File: config.mk
export PLATFORM = sky130hd
export DESIGN_NAME = bus_gate_arbiter
export DESIGN_NICKNAME = d
export VERILOG_FILES = /design/src/rtl/lc3_bus_pkg.sv /design/src/rtl/rr_pick.sv /design/src/rtl/bus_gate_arbiter.sv
export SDC_FILE = /design/constraint.sdc
export NUM_CORES = 1
export LEC_CHECK = 0
export CAP_MARGIN = 20
export CORE_MARGIN = 2
export CORE_UTILIZATION = 44
export CTS_CLUSTER_SIZE = 40
export DETAILED_ROUTE_END_ITERATION = 12
export PLACE_DENSITY = 0.76
export SLEW_MARGIN = 10
export SYNTH_ARGS = -nofsm -noshare
export SYNTH_HDL_FRONTEND = slang
export SYNTH_SLANG_ARGS = --single-unit
File: constraint.sdc
create_clock -name Clk -period 2 [get_ports Clk]
set_input_delay 0.5 -clock Clk [delete_from_list [all_inputs] [get_ports Clk]]
set_output_delay 0.5 -clock Clk [all_outputs]
set_load 0.02 [all_outputs]
File: src/rtl/lc3_bus_pkg.sv
// Shared types and source indices for the LC-3 internal bus gate arbiter.
// The GAP state is only reachable when BUS_TURNAROUND_EN is defined.
package lc3_bus_pkg;

  typedef enum logic [1:0] {IDLE, OWN, GAP} bus_arb_state_t;

  localparam int NUM_BUS_SRC = 4;

  localparam logic [1:0] SRC_MARMUX = 2'd0;
  localparam logic [1:0] SRC_PC     = 2'd1;
  localparam logic [1:0] SRC_MDR    = 2'd2;
  localparam logic [1:0] SRC_ALU    = 2'd3;

  function automatic logic [NUM_BUS_SRC-1:0] src_onehot(input logic [1:0] idx);
    src_onehot      = '0;
    src_onehot[idx] = 1'b1;
  endfunction

endpackage

File: src/rtl/rr_pick.sv
// Combinational round-robin picker: first asserted req bit searching
// upward from ptr, wrapping modulo 4.
module rr_pick
  import lc3_bus_pkg::*;
(
  input  logic [3:0] req,
  input  logic [1:0] ptr,
  output logic       valid,
  output logic [1:0] idx
);

  // Walk from the farthest offset down so the nearest requester wins last.
  always_comb begin
    valid = 1'b0;
    idx   = ptr;
    for (int i = NUM_BUS_SRC - 1; i >= 0; i--) begin
      if (req[ptr + 2'(i)]) begin
        valid = 1'b1;
        idx   = ptr + 2'(i);
      end
    end
  end

endmodule

File: src/rtl/bus_gate_arbiter.sv
// Registered round-robin owner of the 16-bit CPU bus (MARMUX/PC/MDR/ALU gates).
// Define BUS_TURNAROUND_EN to insert a one-cycle all-gates-off GAP after every ownership.
module bus_gate_arbiter
  import lc3_bus_pkg::*;
#(
  parameter int LEN_W     = 2,
  parameter int RESET_PTR = 0
) (
  input  logic                 Clk,
  input  logic                 Reset,
  input  logic [3:0]           Req,
  input  logic [4*LEN_W-1:0]   Len,
  output logic                 GateMARMUX,
  output logic                 GatePC,
  output logic                 GateMDR,
  output logic                 GateALU,
  output logic [1:0]           Owner,
  output logic                 Busy,
  output logic [3:0]           Done
);

  bus_arb_state_t   state_q, state_d;
  logic [1:0]       owner_q, owner_d;
  logic [1:0]       ptr_q, ptr_d;
  logic [LEN_W-1:0] cnt_q, cnt_d;
  logic [3:0]       gate_q, gate_d;
  logic [3:0]       done_q, done_d;
  logic             busy_q, busy_d;
  logic             arb_en;
  logic             pick_valid;
  logic [1:0]       pick_idx;

  rr_pick u_pick (
    .req   (Req),
    .ptr   (ptr_q),
    .valid (pick_valid),
    .idx   (pick_idx)
  );

  always_comb begin
    state_d = state_q;
    owner_d = owner_q;
    ptr_d   = ptr_q;
    cnt_d   = cnt_q;
    arb_en  = 1'b0;
    case (state_q)
      IDLE: arb_en = 1'b1;
      OWN: begin
        // Ownership ends on the last counted cycle or when the owner withdraws early.
        if (cnt_q == '0 || !Req[owner_q]) begin
`ifdef BUS_TURNAROUND_EN
          state_d = GAP;
`else
          state_d = IDLE;
          arb_en  = 1'b1;
`endif
        end else begin
          cnt_d = cnt_q - LEN_W'(1);
        end
      end
`ifdef BUS_TURNAROUND_EN
      GAP: begin
        state_d = IDLE;
        arb_en  = 1'b1;
      end
`endif
      default: state_d = IDLE;
    endcase

    // A grant rotates the pointer past the winner so it becomes lowest priority.
    if (arb_en && pick_valid) begin
      state_d = OWN;
      owner_d = pick_idx;
      cnt_d   = Len[pick_idx*LEN_W +: LEN_W];
      ptr_d   = pick_idx + 2'd1;
    end

    busy_d = (state_d == OWN);
    gate_d = busy_d ? src_onehot(owner_d) : '0;
    done_d = (busy_d && cnt_d == '0) ? src_onehot(owner_d) : '0;
  end

  always_ff @(posedge Clk) begin
    if (Reset) begin
      state_q <= IDLE;
      owner_q <= '0;
      ptr_q   <= 2'(RESET_PTR);
      cnt_q   <= '0;
      gate_q  <= '0;
      done_q  <= '0;
      busy_q  <= 1'b0;
    end else begin
      state_q <= state_d;
      owner_q <= owner_d;
      ptr_q   <= ptr_d;
      cnt_q   <= cnt_d;
      gate_q  <= gate_d;
      done_q  <= done_d;
      busy_q  <= busy_d;
    end
  end

  assign GateMARMUX = gate_q[SRC_MARMUX];
  assign GatePC     = gate_q[SRC_PC];
  assign GateMDR    = gate_q[SRC_MDR];
  assign GateALU    = gate_q[SRC_ALU];
  assign Owner      = owner_q;
  assign Busy       = busy_q;
  assign Done       = done_q;

endmodule

==> results of run 1 <==
-- layer usage --
| metal | part of all wire | up-vias | track usage |
|---|---|---|---|
| met5 | 0 | - | 0 |
| met4 | 0.024 | 0 | 0.0917 |
| met1 | 0.40 | 594 | 0.240 |
| met3 | 0.036 | 9 | 0.0194 |
| met2 | 0.54 | 35 | 0.437 |
| li1 | - | 581 | - |
-- path summary, 6_finish.rpt --
kind            start  endpoint  slack [ps]  cells past startpoint
min          ptr_q[0]  ptr_q[0]         570                      2
min reg2reg  ptr_q[0]  ptr_q[0]         570                      2
max reg2reg  ptr_q[0]   Done[3]          60                      6
max          Owner[1]  Owner[1]          60                      1
-- cells by family (layout without fill, tap and decap cells) --
family	count (synthesis)	count (layout)	share of synthesized area
adders and majority gates	1	1	0.0113
and+or+nand+nor	50	50	0.253
buffers and inverters	16	67	0.0839
other	1	1	0.00340
DFF	17	17	0.308
AOI/OAI and AO/OA	46	46	0.320
muxes	1	1	0.0204
-- registers in the layout, indices dropped and copies added (netlist names) --
register,cells
Busy,1
Done,4
Owner,2
cnt_q,2
gate_q,4
ptr_q,2
state_q,2
-- layout by cell type, fill, tap and decap left out, types with 5 or more instances in the layout --
master	instances
a211oi_1	5
a21oi_1	11
buf_4	31
clkdlybuf4s50_1	20
dfxtp_1	15
inv_1	8
nand2_1	9
nor2_1	14
nor3_1	6
o21ai_0	5
-- tightest hold or removal path, stage by stage, from the launching register on --
cell,delay (ps)
dfxtp_2,380
nor2_1,110
a211oi_1,50
-- what timing repair did --
action | CTS | global route
setup endpoints to repair | 10 | 5
pin swaps | 0 | 2
resized for setup | 10 | 15
-- final cells by class --
class,count,area share
Tap cell,30,0.0234
Clock buffer,3,0.0140
Timing Repair Buffer,55,0.282
Inverter,8,0.0187
Sequential cell,17,0.214
Clock inverter,1,0.00312
Multi-Input combinational cell,99,0.445
-- power by group --
| part | internal, mW | leakage [nW] | switching, mW |
|---|---|---|---|
| Clock | 0.0748 | 0.0177 | 0.119 |
| Sequential | 0.362 | 0.140 | 0.0218 |
| Combinational | 0.191 | 0.518 | 0.192 |
| Total | 0.628 | 0.676 | 0.333 |
-- per-stage QoR --
step	area (sq um)	instances	setup slack [ps]	total power [mW]	hold WS, ps
floorplan	1100	132	5.13	0.597	535
global placement	1550	209	-591	0.737	557
detailed placement	1550	209	-664	0.751	559
CTS	1590	213	16.9	0.943	566
global route	1610	213	-6.96	1.00	592
finish	1610	213	58.1	0.961	570
==> flow_metrics.tcl, run 1 <==
set metrics [dict create \
    first_pass_iters 4 \
    clk_pin_slew_ps 100 \
    multi_input_area_sq_um 714 \
    setup_viol 0 \
    crit_slowest_cell "clkdlybuf4s50_1" \
    dpl.hpwl_mm 2.41 \
    syn2layout_area_growth_pct 45.5 \
    grt_pass1_wl_mm 4.68 \
    final.setup.tns_ps 0 \
    cellPowerDensity_mw_per_mm2 598 \
    num_antenna_cells 0 \
    die_w_um 54.1 \
    port_buffers 24 \
    clk_latency_ps 300 \
    end_kind "primary output" \
    cp_max_fo 7 \
    synth_top_cell_area_share 0.308 \
    final_core_util 0.660 \
    synth_nets 147 \
    die_h_um 54.1 \
    synthTopCellsByCount "dfxtp_1, nor2_1, a21oi_1" \
    seq_area_sq_um 343 \
    synth_area_leaders "dfxtp_1, a21oi_1, a2111oi_4, nor2_1, a211oi_1" \
    wl_per_cell_um 15.1 \
    hold_path.class "reg2reg" \
    gp_congestion 0.782 \
    cts_root_buf "clkbuf_4" \
    wirelength_mm 3.22 \
    track_usage 0.223 \
    cts_buffers 3 \
    grt_pass1_vias 1127 \
    cts_tree "built" \
    drc_errors 0 \
    yosysMostFrequentCell "dfxtp_1" \
    cp_cell_sequence "clkdlybuf4s50_1" \
    antenna_left 0 \
    finalHoldViolCount 0 \
    vias_per_cell 5.72 \
    cts_hold_buf 0 \
    ys_ff_latch 17 \
    drive_gt1_frac 0.317 \
    slew_violations 0 \
    crit_buf_inv 1 \
    synth-async-reset-ratio 0 \
    skew_ps 3.17 \
    cpPeakStageDelay_ps 660 \
    max_freq_mhz 515 \
    cts-htree-levels 1 \
    syn_area_sq_mm 0.00110 \
    post_cts_buffers 0 \
    first_iter_violations 29 \
    outcome "finished clean" \
    synthFlopType "dfxtp_1" \
    dieArea_sq_mm 0.00292 \
    synth_top_area_cell "dfxtp_1" \
    crit_type "reg2out" \
    antenna_found_initial 0 \
    grt_max_degree 11 \
    layout.nets 199 \
    synth.distinct_cells 43 \
    ys_seq_area_frac 0.308 \
    yosysWarningCount 0 \
    num_vias 1219 \
    leakage_nw 0.676 \
    synth_cells 132 \
    fp.coreArea_sq_mm 0.00243 \
    cts.sinks 17 \
    rows 18 \
    ios 25 \
    critPathLaunchType "flop" \
    cts_buffer_depth 2 \
    period_share 0.971 \
    cp_data_required_time_ps 1500 \
    syn_area_per_cell_sq_um 8.36 \
    vdd_drop_max_v 0.000543 \
    initial_core_util 0.454 \
    synth_edf_count 0 \
    crit_family "buffers and inverters" \
    cap_violations 0 \
    grt.overflow.total 0 \
    fillers 209 \
    fin_crit_ps 1940 \
    cp.arrival_ps 1440 \
]
Power figures use the tool's default switching activity.
==> run 2, diff against run 1 <==
- CORE_UTILIZATION: 44 -> 49
- CTS_CLUSTER_SIZE: 40 -> 28
- HOLD_SLACK_MARGIN: default -> 0.12
- PLACE_DENSITY: 0.76 -> 0.8
- clock period: 2 -> 1.8 ns (I/O delays scaled with it)
==> run 2 against run 1 <==
The flow now finishes with violations (negative setup slack); final area is 4.9% higher; hold slack better by 22 ps; flip-flop and latch count stayed put; register-to-register slack worse by 180 ps; clock-buffer cell count stayed put; sequential power is 10% higher; first-iteration DRC count is 150% higher; die area is 9.5% lower; global-route usage is 4.4 points higher; non-clock buffer count is 4 higher; sequential share of layout area is 0.78 points lower; critical path type is now reg2reg; largest cell class unchanged.
==> flow_metrics.tcl, run 2 (synthesis results as in run 1) <==
set metrics [dict create \
    layout.nets 203 \
    cp.arrival_ps 2130 \
    wirelength_mm 3.54 \
    rsz0062_at_grt "yes" \
    postPlaceCellArea_sq_mm 0.00157 \
    wl_per_cell_um 16.5 \
    final_common_cell "buf_4" \
    setup_viol 4 \
    clk_pin_slew_ps 100 \
    finalHoldViolCount 0 \
    drc_errors 0 \
    first_pass_iters 4 \
    layout_common_cells "buf_4, clkdlybuf4s50_1, dfxtp_1, nor2_1, a21oi_1" \
    die_w_um 51.5 \
    slew_violations 0 \
    ios 25 \
    final_core_util 0.776 \
    skew_ps 2.52 \
    cts.sinks 17 \
    crit_slowest_cell "dfxtp_2" \
    die_h_um 51.5 \
    first_iter_violations 72 \
    fin_crit_ps 1920 \
    cpPeakStageDelay_ps 350 \
    critPathLaunchType "flop" \
    antenna_found_initial 0 \
    crit_type "reg2reg" \
    end_kind "flop" \
    violations "negative setup slack" \
    vias_per_cell 5.90 \
    num_antenna_cells 0 \
    clk_latency_ps 290 \
    cts_root_buf "clkbuf_4" \
    cp.depth 7 \
    fin_area_sq_mm 0.00168 \
    finalWorstSetupSlack_ps -123 \
    ff2ff_path_depth 7 \
    grt_pass1_vias 1175 \
    fillers 151 \
    crit_family "compound AO/OA/AOI/OAI gates" \
    vdd_drop_max_v 0.000595 \
    period_share 1.07 \
    cellPowerDensity_mw_per_mm2 649 \
    holdPathStages 2 \
    syn2layout_area_growth_pct 52.6 \
    cts_hold_buf 0 \
    drive_gt1_frac 0.385 \
    leakage_nw 0.707 \
    outcome "finished, violations left" \
    track_usage 0.266 \
    cp_data_required_time_ps 2010 \
    dieArea_sq_mm 0.00265 \
    cts-htree-levels 1 \
    cp_cell_sequence "nor3_2 -> nor4_4 -> buf_4 -> o21ai_0 -> nand3b_1 -> o2bb2ai_4 -> a211oi_2" \
    seq_area_sq_um 347 \
    dpl.hpwl_mm 2.49 \
    grt_max_degree 11 \
    cap_violations 0 \
    grt.overflow.total 0 \
    fp.coreArea_sq_mm 0.00217 \
    port_buffers 24 \
    cp_max_fo 4 \
    hold_path.class "reg2reg" \
    cts_buffer_depth 2 \
    initial_core_util 0.509 \
    multi_input_area_sq_um 758 \
    power_mw 1.09 \
    rows 17 \
    max_freq_mhz 520 \
    grt_pass1_wl_mm 5.24 \
    antenna_left 0 \
    cts_tree "built" \
    regToRegSetupSlack_ps -120 \
    cts_buffers 3 \
    gp_congestion 0.863 \
    crit_buf_inv 1 \
    num_vias 1269 \
]
==> run 2: final cells by class <==
cell class,instances,area share
multi-input cells,99,0.450
repair buffers,59,0.289
flip-flops and latches,17,0.206
well taps,28,0.0208
inverters,8,0.0178
clock buffers,3,0.0134
clock inverters,1,0.00297
==> run 2: through the flow <==
step | setup slack (ps) | TNS [ps] | hold slack (ps) | std cells
floorplan | -92.2 | -281 | 512 | 132
global placement | -669 | -7850 | 575 | 207
detailed placement | -752 | -8590 | 588 | 207
CTS | -23.7 | -29.0 | 601 | 215
global route | -164 | -722 | 664 | 215
finish | -123 | -349 | 592 | 215
==> run 2: worst paths after layout <==
path / start / endpoint
setup / recovery: ptr_q[1] / Done[0]
hold / removal: cnt_q[0] / cnt_q[0]
setup reg to reg: ptr_q[1] / Done[0]
hold reg to reg: cnt_q[0] / cnt_q[0]
==> run 2: metal layers <==
metal  wire length, um  track usage  vias to the layer above
li1                  -            -                      593
met5                 0            0                        -
met2              1820        0.462                       46
met4               104       0.0877                        0
met1              1450        0.341                      618
met3               168       0.0322                       12
==> run 2: repair_timing <==
action / in CTS / in global routing
endpoints found under the setup margin: 18 / 7
buffers inserted: 4 / 2
cloned: 0 / 0
resized for setup: 28 / 9
pin swaps: 6 / 5
==> run 2: worst min-delay path, cell delays in order, from the launching register on <==
cell and delay (ps):
dfxtp_1 330, o21ai_0 150, a21oi_1 70
==> run 2: power breakdown <==
part           total [mW]  internal (mW)  switching [mW]
registers           0.424          0.403          0.0210
logic               0.466          0.227           0.239
clock network       0.204         0.0826           0.121
total                1.09          0.712           0.381
==> run 3, diff against run 2 <==
- GPL_ROUTABILITY_DRIVEN: default -> 0
- RECOVER_POWER: default -> 50
- TNS_END_PERCENT: default -> 30
==> run 3 against run 2 <==
The flow still finishes with violations (negative setup slack); fmax grew 5.1%; non-clock buffer count is the same; flip-flop and latch count is the same; final area decreased by 1.7%; clock-buffer cell count did not move; cell count is the same; critical endpoint is now Done[3].
==> flow_metrics.tcl, run 3 (synthesis results as in run 1) <==
set metrics [dict create \
    track_usage 0.278 \
    busiest_layer "met2" \
    critPathLaunchType "primary input" \
    holdPathStages 3 \
    gr-usage-met1 0.310 \
    wirelength_mm 3.34 \
    antenna_found_initial 0 \
    vias_per_cell 5.70 \
    cts_buffers 3 \
    clk_latency_ps 300 \
    first_iter_violations 46 \
    cp_max_fo 6 \
    wl_per_cell_um 15.5 \
    drive_gt1_frac 0.348 \
    syn2layout_area_growth_pct 50.0 \
    cts_root_buf "clkbuf_4" \
    die_w_um 51.5 \
    met2_usage 0.470 \
    dieArea_sq_mm 0.00265 \
    cp.arrival_ps 2050 \
    die_h_um 51.5 \
    initial_core_util 0.509 \
    fp.coreArea_sq_mm 0.00217 \
    drc_errors 0 \
    num_vias 1225 \
    slew_violations 0 \
    ff2ff_path_depth 7 \
    grt_max_degree 11 \
    finalWorstSetupSlack_ps -29.7 \
    period_share 1.02 \
    crit_type "in2reg" \
    crit_family "simple AND/OR/NAND/NOR gates" \
    violations "negative setup slack" \
    cts-htree-levels 1 \
    ios 25 \
    first_pass_iters 4 \
    cap_violations 0 \
    vdd_drop_max_v 0.000441 \
    num_antenna_cells 0 \
    cp_data_required_time_ps 2020 \
    crit_buf_inv 1 \
    rows 17 \
    cellPowerDensity_mw_per_mm2 648 \
    cp.depth 7 \
    end_kind "flop" \
    clk_pin_slew_ps 100 \
    skew_ps 1.23 \
    grt.overflow.total 0 \
    leakage_nw 0.720 \
    outcome "finished, violations left" \
    layout_common_cells "buf_4, dfxtp_1, clkdlybuf4s50_1, nor2_1, a21oi_1" \
    power_mw 1.07 \
    cp_cell_sequence "clkdlybuf4s15_2 -> and3b_1 -> or4_4 -> a21oi_1 -> o21ai_1 -> o2bb2ai_2 -> a221oi_2" \
    hold_path.class "reg2reg" \
    max_freq_mhz 547 \
    antenna_left 0 \
    hold_ws_ps 633 \
    setup_viol 4 \
    layout.nets 203 \
    final_common_cell "buf_4" \
    finalHoldViolCount 0 \
    fillers 165 \
    cts_tree "built" \
    cts.sinks 17 \
    post-place-cells 208 \
    crit_slowest_cell "or4_4" \
    finalNonFillerCells 215 \
    grt_pass1_wl_mm 5.31 \
    dpl.hpwl_mm 2.38 \
    fin_crit_ps 1830 \
    cts_buffer_depth 2 \
    port_buffers 24 \
    grtUsageMet3 0.0643 \
    cpPeakStageDelay_ps 450 \
    rsz0062_at_grt "yes" \
    grt_pass1_vias 1207 \
]
-- run 3: cell type report --
type / count / area (sq um) / share of cell area
Inverter: 8 / 30.0 / 0.0181
Clock buffer: 3 / 22.5 / 0.0136
Timing Repair Buffer: 59 / 488 / 0.295
Sequential cell: 17 / 347 / 0.209
Tap cell: 28 / 35.0 / 0.0212
Multi-Input combinational cell: 99 / 728 / 0.440
Clock inverter: 1 / 5.00 / 0.00302
-- run 3: layer usage --
layer | vias to the layer above | part of all wire | routed length (um)
met3 | 12 | 0.069 | 232
met4 | 0 | 0.033 | 111
met1 | 563 | 0.40 | 1350
li1 | 591 | - | -
met2 | 59 | 0.49 | 1650
met5 | - | 0 | 0
-- run 3: worst min-delay path, delay by kind of cell (launching register included) --
family | cells | cell delay [ps]
flip-flops | 1 | 340
AO/OA/AOI/OAI | 1 | 60
buffers and inverters | 1 | 150
AND/OR/NAND/NOR | 1 | 50
-- run 3: what timing repair did --
action,CTS,global route
hold buffers,0,0
buffers inserted,3,0
cloned,0,0
endpoints found under the setup margin,18,6
resized for setup,28,3
pin swaps,3,0
-- run 3: report_power, final --
part           internal [mW]  switching, mW
Combinational          0.221          0.220
Sequential             0.403         0.0224
Clock                 0.0830          0.124
-- run 3: path summary, 6_finish.rpt --
check | from | slack (ps) | endpoint
hold reg to reg | Owner[0] | 630 | Owner[0]
setup / recovery | Req[3] | -30 | Done[3]
hold / removal | Owner[0] | 630 | Owner[0]
setup reg to reg | ptr_q[0] | -20 | Done[3]
-- run 3: per-stage QoR --
step                area (sq um)  setup slack (ps)   util  TNS (ps)
finish                      1660             -29.7  0.763     -79.0
global route                1660              -147  0.763      -532
CTS                         1660             -3.01  0.764     -3.01
detailed placement          1560              -709  0.721     -8390
global placement            1560              -660  0.721     -7650
floorplan                   1120             -92.2      -      -303
